`config.mk`:
```
export PLATFORM = sky130hd
export DESIGN_NAME = instr_fetch
export DESIGN_NICKNAME = d
export VERILOG_FILES = /design/src/rtl/instr_fetch_pkg.sv /design/src/rtl/instr_fifo.sv /design/src/rtl/instr_fetch.sv
export SDC_FILE = /design/constraint.sdc
export NUM_CORES = 1
export LEC_CHECK = 0
export ABC_AREA = 1
export CORE_AREA = 4 4 157 159
export DETAILED_ROUTE_END_ITERATION = 10
export DIE_AREA = 0 0 161 163
export HOLD_SLACK_MARGIN = 0.05
export PLACE_DENSITY = 0.79
export SYNTH_ARGS = -nofsm -noshare
export SYNTH_HDL_FRONTEND = slang
export SYNTH_SLANG_ARGS = --single-unit
```
`constraint.sdc`:
```
create_clock -name clk -period 6.9 [get_ports clk]
set_input_delay 0.69 -clock clk [delete_from_list [all_inputs] [get_ports clk]]
set_output_delay 0.69 -clock clk [all_outputs]
set_load 0.02 [all_outputs]
```
`src/rtl/instr_fetch_pkg.sv`:
```
// instr_fetch_pkg: shared widths, default reset PC and fetch FSM state type.
package instr_fetch_pkg;
    localparam int INSTR_W = 32;
    localparam int ADDR_W = 32;
    localparam logic [ADDR_W-1:0] DEFAULT_RESET_PC = 32'h0000_0000;
    typedef enum logic [1:0] {IDLE, REQ, WAIT, DRAIN} fetch_state_e;
endpackage

```
`src/rtl/instr_fifo.sv`:
```
// instr_fifo: synchronous queue of {pc, instr} entries with single-cycle flush.
module instr_fifo #(
    parameter int DEPTH = 4,
    parameter int WIDTH = 64
) (
    input  logic                     clk,
    input  logic                     rst_n,
    input  logic                     flush,
    input  logic                     push,
    input  logic                     pop,
    input  logic [WIDTH-1:0]         wdata,
    output logic [WIDTH-1:0]         rdata,
    output logic [$clog2(DEPTH):0]   count,
    output logic                     empty
);
    localparam int AW = $clog2(DEPTH);
    localparam int CW = AW + 1;
    logic [WIDTH-1:0] mem [DEPTH];
    logic [AW-1:0] wr_ptr, rd_ptr;
    logic do_push, do_pop;
    assign do_push = push && !flush;
    assign do_pop = pop && !empty && !flush;
    assign empty = count == '0;
    // Head reads as zero when empty so decode never sees stale entries.
    assign rdata = empty ? '0 : mem[rd_ptr];
    always_ff @(posedge clk or negedge rst_n)
        if (!rst_n) begin
            wr_ptr <= '0;
            rd_ptr <= '0;
            count <= '0;
        end else if (flush) begin
            wr_ptr <= '0;
            rd_ptr <= '0;
            count <= '0;
        end else begin
            wr_ptr <= wr_ptr + AW'(do_push);
            rd_ptr <= rd_ptr + AW'(do_pop);
            count <= count + CW'(do_push) - CW'(do_pop);
        end
    always_ff @(posedge clk)
        if (do_push) mem[wr_ptr] <= wdata;
endmodule

```
`src/rtl/instr_fetch.sv`:
```
// instr_fetch: single-outstanding fetch FSM feeding an instruction queue, with
// redirect flush and DRAIN state to discard the response of an abandoned fetch.
module instr_fetch import instr_fetch_pkg::*; #(
    parameter int DEPTH = 4,
    parameter logic [ADDR_W-1:0] RESET_PC = DEFAULT_RESET_PC
) (
    input  logic               clk,
    input  logic               rst_n,
    output logic               imem_req_valid,
    input  logic               imem_req_ready,
    output logic [ADDR_W-1:0]  imem_req_addr,
    input  logic               imem_rsp_valid,
    input  logic [INSTR_W-1:0] imem_rsp_data,
    input  logic               redirect_valid,
    input  logic [ADDR_W-1:0]  redirect_pc,
    output logic               instr_valid,
    input  logic               instr_ready,
    output logic [INSTR_W-1:0] instruction,
    output logic [ADDR_W-1:0]  instr_pc
);
    localparam int CW = $clog2(DEPTH) + 1;
    fetch_state_e state, state_nx;
    logic [ADDR_W-1:0] pc, pc_nx;
    logic [CW-1:0] count, count_after;
    logic push, pop, empty;
    logic [ADDR_W+INSTR_W-1:0] head;
    assign push = state == WAIT && imem_rsp_valid && !redirect_valid;
    assign pop = instr_valid && instr_ready && !redirect_valid;
    assign count_after = count + CW'(push) - CW'(pop);
    assign imem_req_valid = state == REQ;
    assign imem_req_addr = pc;
    assign instr_valid = !empty;
    assign {instr_pc, instruction} = head;
    instr_fifo #(.DEPTH(DEPTH), .WIDTH(ADDR_W + INSTR_W)) u_fifo (
        .clk(clk),
        .rst_n(rst_n),
        .flush(redirect_valid),
        .push(push),
        .pop(pop),
        .wdata({pc, imem_rsp_data}),
        .rdata(head),
        .count(count),
        .empty(empty)
    );
    always_comb begin
        state_nx = state;
        pc_nx = pc;
        if (redirect_valid) begin
            pc_nx = redirect_pc;
            // A fetch still in flight must have its response swallowed first.
            state_nx = ((state == REQ && imem_req_ready) ||
                        ((state == WAIT || state == DRAIN) && !imem_rsp_valid)) ? DRAIN : REQ;
        end else
            case (state)
                IDLE: state_nx = count < CW'(DEPTH) ? REQ : IDLE;
                REQ: state_nx = imem_req_ready ? WAIT : REQ;
                WAIT:
                    if (imem_rsp_valid) begin
                        pc_nx = pc + 32'd4;
                        state_nx = count_after < CW'(DEPTH) ? REQ : IDLE;
                    end
                DRAIN: state_nx = imem_rsp_valid ? REQ : DRAIN;
                default: state_nx = IDLE;
            endcase
    end
    always_ff @(posedge clk or negedge rst_n)
        if (!rst_n) begin
            state <= IDLE;
            pc <= RESET_PC;
        end else begin
            state <= state_nx;
            pc <= pc_nx;
        end
endmodule

```
==> results of run 1 <==
## through the flow
stage,area [µm²],instances,util
6_report,15500,1670,0.668
5_1_grt,15500,1670,0.668
4_1_cts,15500,1670,0.668
3_5_place_dp,14600,1618,0.627
3_3_place_gp,14600,1618,0.627
2_1_floorplan,12700,1176,-
## logic make-up after synthesis
logic type      count (synthesis)  share of synthesized area
compound gates                229                     0.0930
fa+ha+maj                       8                    0.00851
simple gates                  519                      0.164
buf+inv                       108                     0.0353
flops                         297                      0.689
xor+xnor                       15                     0.0104
## cell usage after synthesis (2+ instances only)
| master | number |
|---|---|
| xnor2_1 | 4 |
| nor2_4 | 3 |
| nand2_2 | 3 |
| inv_1 | 45 |
| nand3b_1 | 5 |
| nand2_1 | 148 |
| o21ai_1 | 3 |
| xor2_1 | 11 |
| clkbuf_1 | 22 |
| nand3_1 | 22 |
| edfxtp_1 | 256 |
| nor2_2 | 4 |
| o21ai_0 | 145 |
| nor3_1 | 8 |
| a21oi_1 | 68 |
| dfrtp_1 | 41 |
| ha_1 | 7 |
| o22ai_1 | 2 |
| inv_2 | 5 |
| buf_1 | 5 |
| nor2_1 | 319 |
| o211ai_1 | 6 |
| nand4_1 | 3 |
| buf_2 | 30 |
| nand3_2 | 2 |
| o21bai_1 | 3 |
## flip-flops by register name (all words and copies together), names as in the netlist
register	flops
imem_req_addr	32
state	2
u_fifo.count	3
u_fifo.mem	256
u_fifo.rd_ptr	2
u_fifo.wr_ptr	2
## layout make-up
type,instances,area [µm²]
clock inverters,13,131
multi-input cells,771,3520
inverters,50,189
repair buffers,181,1770
clock buffers,39,803
flip-flops and latches,297,8720
fillers,1743,7730
well taps,319,399
## per-layer routing
metal  track usage  vias to the layer above
li1              -                     4331
met1         0.319                     4417
met2         0.385                      432
met3        0.0316                       49
met4        0.0624                        0
met5             0                        -
## power by group through the flow
stage | registers, mW | clock network, mW | logic [mW]
after floorplan | 2.15 | 0 | 0.746
after global placement | 2.16 | 0 | 1.40
after detailed placement | 2.17 | 0 | 1.41
after CTS | 2.13 | 1.56 | 1.42
after global routing | 2.14 | 1.63 | 1.52
final | 2.13 | 1.54 | 1.41
## critical path, delay by kind of cell (launching register included)
| family | cells | cell delay, ns |
|---|---|---|
| buffers and inverters | 3 | 2.06 |
| AO/OA/AOI/OAI | 2 | 0.41 |
| flip-flops | 1 | 0.65 |
## path summary, 6_finish.rpt
path	to	slack (ns)	depth (start not counted)
max in group asynchronous	u_fifo.rd_ptr[0]	6.24	2
worst max-delay path	instr_pc[1]	2.50	5
worst min-delay path	u_fifo.count[2]	0.23	2
worst max register to register	u_fifo.mem[1][12]	3.84	6
min in group clk	state[0]	0.61	2
worst min register to register	state[0]	0.61	2
==> results summary, run 1 <==
The first-pass GRT wire length came out at 47,700 µm. The count of hold-fix buffers inserted at cts came out at 0. The worst-case clock buffer depth came out at 3.

The die outline width came out at 161 µm. The post-synthesis cell count is 1,176. In the routed layout, each cell is associated on average with a via count of 5.53.

The max-slew violation count came to 0. For this design the ratio of total power to cell area is 327 nW/µm². The launching element of the worst setup path is u_fifo.rd_ptr[0]. The overall fraction of global-route tracks in use came out at 0.229. The peak per-stage delay on the critical path is around 0.87 ns. Traced cell by cell, the critical path runs through clkinv_2 -> buf_4 -> o21ai_0 -> a21oi_1 -> clkdlybuf4s50_1. The final estimated routing congestion in global placement is between 0.8 and 0.9.

The initialized floorplan defines between 50 and 60 standard-cell rows. The most used flip-flop cell after synthesis is edfxtp_1. The number of register bits inferred by synthesis is ~300.

The number of different library cells used by synthesis comes to 32. The slew at the pin with the worst max-slew slack came out at about 1.1 ns. The net total in the final layout is about 1,400. The number of antenna violations at the first check in global routing was 0.

The run finished with clean final reports. The number of flops mapped to enable cells by yosys is roughly 260. The sequential-to-total area share from yosys stat is 0.689.

The TritonCTS clock tree is yes. The leakage power summed over all cells is between 5 and 6 nW. Of the available clock period, the critical path in the final layout requires 0.637.

The number of clock buffers added by TritonCTS is 28. The largest net degree at the start of global routing came out at ~100. In this run the critical register-to-register path is launched from state[0].

The sum of overflow across all layers after global routing is 0. In this run, the number of DRC markers left after iteration 0 of detailed routing was between 1,000 and 1,500. In the synthesized netlist the async set-or-reset flop fraction comes to 0.138.

Relative to the synthesized area, the layout overhead comes to 22.8%. The number of antenna-violating nets in the routed design is 0. Leaving out fill and tap cells, the most frequent cells in the layout are nor2_1 (318), edfxtp_1 (256), clkdlybuf4s50_1 (166), nand2_1 (148), o21ai_0 (145). The worst slack at placement came out at about 3.1 ns. The sum of negative setup slack came out at 0 ns.

The min-delay analysis places its worst path in the category in2async. Across the run, the number of max-cap violations was 0. The synthesis warning total came out at 0. For this run, design rule violations remaining after detail routing come to 0. The synthesized netlist net count came out at 1,254. Yosys attributes the largest share of cell area to edfxtp_1 (61%), nor2_1 (9.5%), dfrtp_1 (8.1%). Total power for the finished layout comes to a little over 5 mW.

The initial utilization of the core area, before any placement, comes to 0.544. The top-area cell type share of the netlist area is 0.608. The number of setup buffers added after CTS is 0. The detailed-routed wire length on met3 is ~2500 µm.

The die height came out at 163 µm. The total wire length after detailed routing is 30,800 µm. The wire length on met2 came out at 14,800 µm. The count of antenna diodes in the layout is 0. The slowest stage of the critical path belongs to the cell clkinv_2.

For this design, the sink count on the clock tree is between 200 and 300. The biggest area contributor in the post-synthesis netlist is edfxtp_1. The worst-case clock skew came out at 0.0107 ns. The ratio of cells with drive above 1 in the final layout came out at 0.0637. The switching power is around 1.6 mW. The number of search-and-repair iterations in the first detailed-routing pass came out at 7. The buffer type at the clock tree root is clkbuf_16. The area of the die came out at between 20,000 and 30,000 µm².

The data required time at the worst endpoint is between 6 and 7 ns. The routed via count came out at just over 9,000. The remaining max-slew budget at the tightest pin is 0.282. The sequential share of power came out at 0.420. The kind of critical path is reg2out. The final critical-path required period came out at 4.40 ns.

The peak fanout along the critical path is just over 80. The post-synthesis cell area came out at approximately 13,000 µm². The post-CTS clock slew at the launch and capture registers of the worst setup and hold paths is approximately 0.07 ns. Setup repair after global routing left no endpoint under its margin. The mean instance size in the synthesized netlist is 10.8 µm². Input and output buffers added on the ports amount to roughly 170.

The via count of the first global-routing pass is between 8,000 and 9,000. The count of instances resized after the clock tree is built is 0. Detailed placement ended at an HPWL of ~18,000 µm. Setup violations remaining at the end of the flow were counted as 0.

The placeable core area is approximately 23,000 µm². The routed wire length per instance is about 18 µm. STA classifies the critical path endpoint as an output pin. The routed length on met1 is around 13,000 µm. The kind of start point of the critical path is a register. The library cell used most frequently in the layout, excluding fill and tap cells, is nor2_1. The top-level I/O count is between 150 and 200. The number of endpoints with negative hold slack in the final report came out at 0. Once routing completed, OpenROAD measured the worst setup slack at about 2.5 ns. The worst endpoint data arrival time came out at 3.71 ns.

The internal power of the cells came out at 3.47 mW. Derived from the worst setup path, the maximum achievable clock frequency is 0.228 GHz. IR analysis of the VDD net gives a maximum drop of around 0.00045 V. The number of H-tree levels came out at 1. The combinational share of power came out at 0.277.

In this run the top signal layer used is met4. On the final layout, the worst hold slack is 0.226 ns. The proportion of power drawn by the clock network is 0.303.

Clock latency on the worst-skew pair, taken at its later pin, is around 0.53 ns. Of the total power, the share spent switching nets is 0.317.
(Power assumes the default switching activity.)
==> run 2, diff against run 1 <==
--- a/config.mk
+++ b/config.mk
@@ -6,11 +6,11 @@
 export NUM_CORES = 1
 export LEC_CHECK = 0
 export ABC_AREA = 1
-export CORE_AREA = 4 4 157 159
+export CORE_AREA = 4 4 165 167
 export DETAILED_ROUTE_END_ITERATION = 10
-export DIE_AREA = 0 0 161 163
+export DIE_AREA = 0 0 169 171
 export HOLD_SLACK_MARGIN = 0.05
-export PLACE_DENSITY = 0.79
+export PLACE_DENSITY = 0.75
 export SYNTH_ARGS = -nofsm -noshare
 export SYNTH_HDL_FRONTEND = slang
 export SYNTH_SLANG_ARGS = --single-unit
==> constraint.sdc (replaced) <==
create_clock -name clk -period 4 [get_ports clk]
set_input_delay 0.4 -clock clk [delete_from_list [all_inputs] [get_ports clk]]
set_output_delay 0.4 -clock clk [all_outputs]
set_load 0.02 [all_outputs]
==> run 2 against run 1 <==
  * Sequential power rose by 71%
  * Critical endpoint is now instr_pc[22]
  * Die area rose by 10%
  * Clock power rose by 68%
  * Design area rose by 0.38%
  * Routed wire length fell by 1.0%
  * Clock-buffer cell count fell by 6
  * Setup slack got worse by 1.9 ns
  * Final cell count rose by 1.1%
==> results summary, run 2 (synthesis gave the netlist of run 1 again) <==
The post-place instance area came out at ~15,000 µm². The total wire length after detailed routing came out at 30,500 µm. The most frequent standard cell in the layout excluding fill and tap cells is nor2_1. The top-level I/O count is 168.

The clock insertion delay at the later pin of the skew report came out at ~0.53 ns. The worst register-to-register path ends at state[0]. Setup repair after global routing left no endpoint under its margin. Counting the fill cells in the layout gives a little over 2,000. The buffer type at the clock tree root is clkbuf_16.

The initialized floorplan defines 59 standard-cell rows. Setup violations remaining at the end of the flow were counted as 0. The data required time at the worst endpoint is about 3.6 ns. The number of H-tree levels is 1. The routed via count divided by cell count is around 5.3.

For the worst setup path, the data arrival time is between 2 and 3 ns. Dividing the final minimum period by the clock period gives 0.845. The number of endpoints with negative hold slack in the final report is 0. The number of antenna violations at the first check in global routing was 0.

The number of cells after detailed placement came out at ~1,600. The largest net degree at the start of global routing came out at 130. Leaving out fill and tap cells, the most frequent cells in the layout are nor2_1 (318), edfxtp_1 (256), clkdlybuf4s50_1 (166), nand2_1 (148), o21ai_0 (145).

Across all hold checks on the routed design, the worst slack comes to roughly 0.45 ns. Buffers inserted during clock tree synthesis total 29. The final routed DRC violation total is 0. The first-pass GRT wire length is 48,000 µm.

The placeable core area is roughly 26,000 µm². The kind of start point of the critical path is a register. After the first detailed-routing iteration, the DRC count stood at 676.

TritonCTS built the clock tree. The register with the most flip-flops in the final layout is u_fifo.mem. In this run the worst path has a maximum fanout of 51. The number of flip-flops under the largest register name came out at roughly 260. The area added between synthesis and finish came out at 23.2%. In this run the deepest clock path goes through 3 buffers. The tightest min-delay check is of the in2reg type. The maximum frequency from static timing analysis came out at 0.296 GHz. At the end of routability-driven placement, the weighted congestion stood at 0.903. The final standard cell count with taps included and fillers excluded is between 1,500 and 2,000.

The final critical-path required period is around 3.4 ns. The total power per unit cell area came out at between 500 and 600 nW/µm². The routed via count is between 8,000 and 9,000.

In this run the tightest slew margin relative to its limit is 0.347. The ratio of cells with drive above 1 in the final layout came out at 0.0576. The die outline width came out at 169 µm.

The power after layout is roughly 8.7 mW. The die height came out at between 150 and 200 µm. Tracing the worst setup path back leads to its startpoint at u_fifo.rd_ptr[0]. Detailed placement finished with a half-perimeter wire length of about 18,000 µm. The most critical setup path has its endpoint at instr_pc[22]. The number of sinks on the clock net is 297.

Summed over all cells, the static leakage comes to 5.55 nW. The net total in the final layout is approximately 1,400. Summed over all layers, the global routing overflow is 0. The kind of critical path is reg2out. The via count of the first global-routing pass is ~8,900. On the final layout, the worst clock skew is slightly above 0.009 ns.

The startpoint identified for the worst hold timing path is redirect_pc[19]. The count of antenna diodes in the layout came out at 0. The run finished with clean final reports. The maximum VDD drop is ~0.00085 V.

The area of all placed cells without fillers is approximately 16,000 µm². In this run the register-to-register setup slack is 1.51 ns. The worst setup path is captured at an output pin.

Once detail routing completed, the nets flagged for antenna violations numbered 0. The slew at the pin with the worst max-slew slack is 0.979 ns. The reported max-cap violation count came out at 0. For this configuration, the core starts out at a cell density of 0.491. The overall fraction of global-route tracks in use came out at 0.209. The number of search-and-repair iterations in the first detailed-routing pass came out at 5. The cell count of the worst reg-to-reg path is 16.

Dividing the detail-routed wire length by the instance count gives approximately 18 µm. The max-slew violation count came out at 0. The post-CTS clock slew at the launch and capture registers of the worst setup and hold paths came out at roughly 0.060 ns. Buffers placed on the I/O ports in this run total approximately 170.

In this run the critical register-to-register path is launched from u_fifo.count[1]. The share of the core filled with cells in the final layout came out at 0.605. The count of instances resized after the clock tree is built came out at 0. The area of the die is 28,900 µm².
[run 2: cell count changes in the layout (fill, tap and decap cells not counted), sizes merged]
cell and delta:
clkbuf -6, bufinv +1, buf +2, dlygate4sd3 +1, clkinvlp -1, clkinv +6
[run 2: worst max-delay path, cell delays in order (launching register included)]
cell             delay, ns
dfrtp_4               0.49
clkinv_2              0.43
buf_4                 0.45
o21ai_0               0.17
a21oi_1               0.24
clkdlybuf4s50_1       0.65
[run 2: layout make-up]
cell class,instances,area [µm²],area share
inverter,50,189,0.0121
timing repair buffer,184,1850,0.118
clock buffer,33,741,0.0475
tap,335,419,0.0269
clock inverter,19,158,0.0101
multi-input combinational,771,3520,0.226
sequential,297,8720,0.559
[run 2: metrics by stage]
step           TNS (ns)  setup WS [ns]
2_1_floorplan   -455.41          -1.78
3_3_place_gp          0           1.17
3_5_place_dp          0           1.15
4_1_cts               0          0.582
5_1_grt               0          0.388
6_report              0          0.621
[run 2: worst min-delay path by stage]
| stage | slack, ns | endpoint | cells past startpoint |
|---|---|---|---|
| 3_3_place_gp | 0.55 | state[0] | 2 |
| 2_1_floorplan | 0.10 | imem_req_addr[0] | 0 |
| 5_1_grt | 0.44 | imem_req_addr[19] | 3 |
| 3_5_place_dp | 0.57 | u_fifo.mem[3][32] | 0 |
| 4_1_cts | 0.43 | imem_req_addr[1] | 3 |
| 6_report | 0.45 | imem_req_addr[19] | 3 |
[run 2: report_power, final]
group          switching, mW  internal [mW]  leakage (nW)  total [mW]
clock network           1.08           1.51         0.435        2.58
registers              0.156           3.50          2.81        3.65
logic                   1.49          0.968          2.30        2.45
[run 2: layer usage]
metal,GRT usage,vias up,part of all wire
met2,0.357,260,0.49
met3,0.0351,42,0.059
met1,0.280,4341,0.43
met5,0,-,0
li1,-,4332,-
met4,0.0539,0,0.019
[run 2: repair_timing]
item,in CTS,in global routing
setup buffers,0,0
hold buffers,1,0
endpoints found under the setup margin,0,0
hold endpoints to repair,28,0
==> run 3, diff against run 2 <==
--- a/config.mk
+++ b/config.mk
@@ -6,11 +6,11 @@
 export NUM_CORES = 1
 export LEC_CHECK = 0
 export ABC_AREA = 1
-export CORE_AREA = 4 4 165 167
+export CORE_AREA = 4 4 157 159
 export DETAILED_ROUTE_END_ITERATION = 10
-export DIE_AREA = 0 0 169 171
+export DIE_AREA = 0 0 161 163
 export HOLD_SLACK_MARGIN = 0.05
-export PLACE_DENSITY = 0.75
+export PLACE_DENSITY = 0.79
 export SYNTH_ARGS = -nofsm -noshare
 export SYNTH_HDL_FRONTEND = slang
 export SYNTH_SLANG_ARGS = --single-unit
==> constraint.sdc (replaced) <==
create_clock -name clk -period 3.3 [get_ports clk]
set_input_delay 0.33 -clock clk [delete_from_list [all_inputs] [get_ports clk]]
set_output_delay 0.33 -clock clk [all_outputs]
set_load 0.02 [all_outputs]
==> run 3 against run 2 <==
  * Sequential power grew 22%
  * Non-clock buffer count is 7 higher
  * Clock skew increased by 0.012 ns
  * Setup slack got worse by 0.46 ns
  * Routed wire length rose by 1.1%
  * Combinational power increased by 24%
  * Die area decreased by 9.2%
  * Hold slack worse by 0.077 ns
  * Power up 19%
==> results summary, run 3 (synthesis gave the netlist of run 1 again) <==
The run finished with clean final reports. The max-slew violation count is 0. Dividing total power by cell area gives a power density of 664 nW/µm². The final critical-path required period is approximately 3.1 ns. The count of endpoints failing setup in the final report is 0. Setup repair after global routing left no endpoint under its margin.

The clock passes through at most 3 buffers. At the worst endpoint, the arrival time is between 2 and 3 ns. The area of all placed cells without fillers is around 16,000 µm². The largest single stage delay on the critical path is 0.68 ns. The number of antenna-violating nets in the routed design is 0. The number of port buffers is between 150 and 200. The TritonCTS buffer count is 28.

The number of antenna violations at the first check in global routing is 0. The worst slack at placement is around 0.46 ns. The ratio of cells with drive above 1 in the final layout came out at 0.0632.

Dividing the detail-routed wire length by the instance count gives 18.4 µm. The final standard cell count with taps included and fillers excluded is 1,679. The remaining max-slew budget at the tightest pin came out at 0.320. The die outline width came out at about 160 µm. The buffer type at the clock tree root is clkbuf_16.

The total wire length after detailed routing is between 30,000 and 40,000 µm. The number of fillers in the final layout came out at between 1,500 and 2,000. The effective utilization at floorplan is 0.544.

The area taken by multi-input logic gates came out at approximately 3500 µm². The maximum VDD drop is roughly 0.00035 V. Traced cell by cell, the critical path runs through buf_6 -> nor2_1 -> nor2_1 -> o21ai_0 -> a21oi_1 -> clkdlybuf4s50_1. The number of flip-flops under the largest register name is 256. The via count of the first global-routing pass came to between 9,000 and 10,000.

The area added between synthesis and finish is 23.3%. The routed via count divided by cell count came out at around 5.5. The leakage power summed over all cells is 5.58 nW. The routed via count is ~9,300. The die height came out at between 150 and 200 µm. The slowest stage of the critical path belongs to the cell clkdlybuf4s50_1. The worst setup path is launched from a register. The worst-case clock skew came out at between 0.02 and 0.025 ns.

The number of H-tree levels is 1. The post-layout worst setup margin came out at 0.165 ns. The top register by number of flip-flops is u_fifo.mem.

For this run, the total global-route usage over all layers was measured as 0.231. The floorplan step defined a die boundary enclosing approximately 26,000 µm². The element type at the critical path end is an output pin. TritonCTS built the clock tree. The first-pass GRT wire length came out at 48,000 µm. The number of sinks on the clock net came out at between 200 and 300. For the worst-skew pair, the clock arrives at the later sink with an insertion delay of 0.53 ns. The sequential cell area is between 8000 and 9000 µm². Timing would allow up to between 0.3 and 0.4 GHz. Global routing finished with a remaining overflow of 0.

The data required time at the worst endpoint is around 3.0 ns. The number of endpoints with negative hold slack in the final report was 0. The most repeated library cell on the critical path is nor2_1. The net total in the final layout is roughly 1,400. The most frequent standard cell in the layout excluding fill and tap cells is nor2_1. The peak fanout along the critical path came out at between 50 and 60. The critical path is of the reg2out type.

The largest net degree at the start of global routing is 67. The count of antenna diodes in the layout is 0. Clock-pin slew was measured on the worst setup and hold paths at about 0.060 ns. Once placement completed, the tool counted placed cells totaling 1,627. The count of standard-cell rows is 56.

The number of search-and-repair iterations in the first detailed-routing pass is 5. The slew at the pin with the worst max-slew slack came out at between 1 and 1.5 ns. The final estimated routing congestion in global placement came out at between 0.9 and 1. The first-iteration detailed-routing DRC count is a little over 700.

The final routed DRC violation total came out at 0. The placeable core area is around 23,000 µm². The post-place instance area is between 10,000 and 15,000 µm². The HPWL after detailed placement came out at 18,900 µm. In the layout the commonest cells are nor2_1 (318), edfxtp_1 (256), clkdlybuf4s50_1 (166), nand2_1 (148), o21ai_0 (145). Of the available clock period, the critical path in the final layout requires 0.950. The reported max-cap violation count is 0. The top-level I/O count is between 150 and 200. The worst hold path belongs to the class in2reg. The worst hold slack after final layout is ~0.38 ns. The power after layout is 10.4 mW.
-- run 3: changes by cell type in the layout (fill, tap and decap cells not counted) --
| cell | change |
|---|---|
| nor3_4 | +4 |
| clkinv_2 | +4 |
| clkbuf_1 | -2 |
| nor3_2 | -4 |
| buf_12 | +2 |
| clkinvlp_4 | -1 |
| buf_6 | +2 |
| buf_4 | +3 |
| bufinv_16 | -3 |
| clkinv_4 | +1 |
-- run 3: area by class of cell --
type | count | share of cell area
timing repair buffer | 191 | 0.124
inverter | 50 | 0.0121
tap | 319 | 0.0256
sequential | 297 | 0.559
clock inverter | 20 | 0.00569
multi-input combinational | 771 | 0.227
clock buffer | 31 | 0.0470
-- run 3: worst max-delay path, delay by kind of cell, from the launching register on --
| family | cells | cell delay, ns |
|---|---|---|
| buf+inv | 2 | 1.08 |
| flops | 1 | 0.55 |
| simple gates | 2 | 0.20 |
| compound gates | 2 | 0.43 |
-- run 3: through the flow --
step / setup TNS [ns] / utilization
CTS: 0 / 0.670
floorplan: -133.44 / -
global route: 0 / 0.671
detailed placement: 0 / 0.635
global placement: 0 / 0.635
finish: 0 / 0.671
-- run 3: routing by layer --
metal	track usage	wire (µm)	up-vias
met1	0.305	12500	4505
met2	0.396	15400	394
met3	0.0377	2170	59
li1	-	-	4341
met4	0.0717	742	0
met5	0	0	-
-- run 3: final timing paths --
| kind | start | end | slack [ns] | cells past startpoint |
|---|---|---|---|---|
| max | u_fifo.rd_ptr[0] | instr_pc[16] | 0.17 | 6 |
| min reg2reg | state[0] | state[0] | 0.58 | 2 |
| max in group asynchronous | rst_n | u_fifo.rd_ptr[0] | 2.03 | 2 |
| min | redirect_pc[9] | imem_req_addr[9] | 0.38 | 3 |
| max reg2reg | u_fifo.count[2] | u_fifo.count[2] | 0.93 | 11 |
| min in group asynchronous | rst_n | imem_req_addr[26] | 0.53 | 2 |
-- run 3: timing repair --
item / CTS / global route
hold endpoints to repair: 41 / 0
gates resized for setup: 0 / 2
setup endpoints to repair: 0 / 24
hold buffers: 1 / 0
setup buffers: 0 / 0
-- run 3: power by group --
group	switching [mW]	leakage (nW)	internal, mW
Sequential	0.217	2.81	4.24
Combinational	1.84	2.36	1.21
Clock	1.28	0.410	1.59
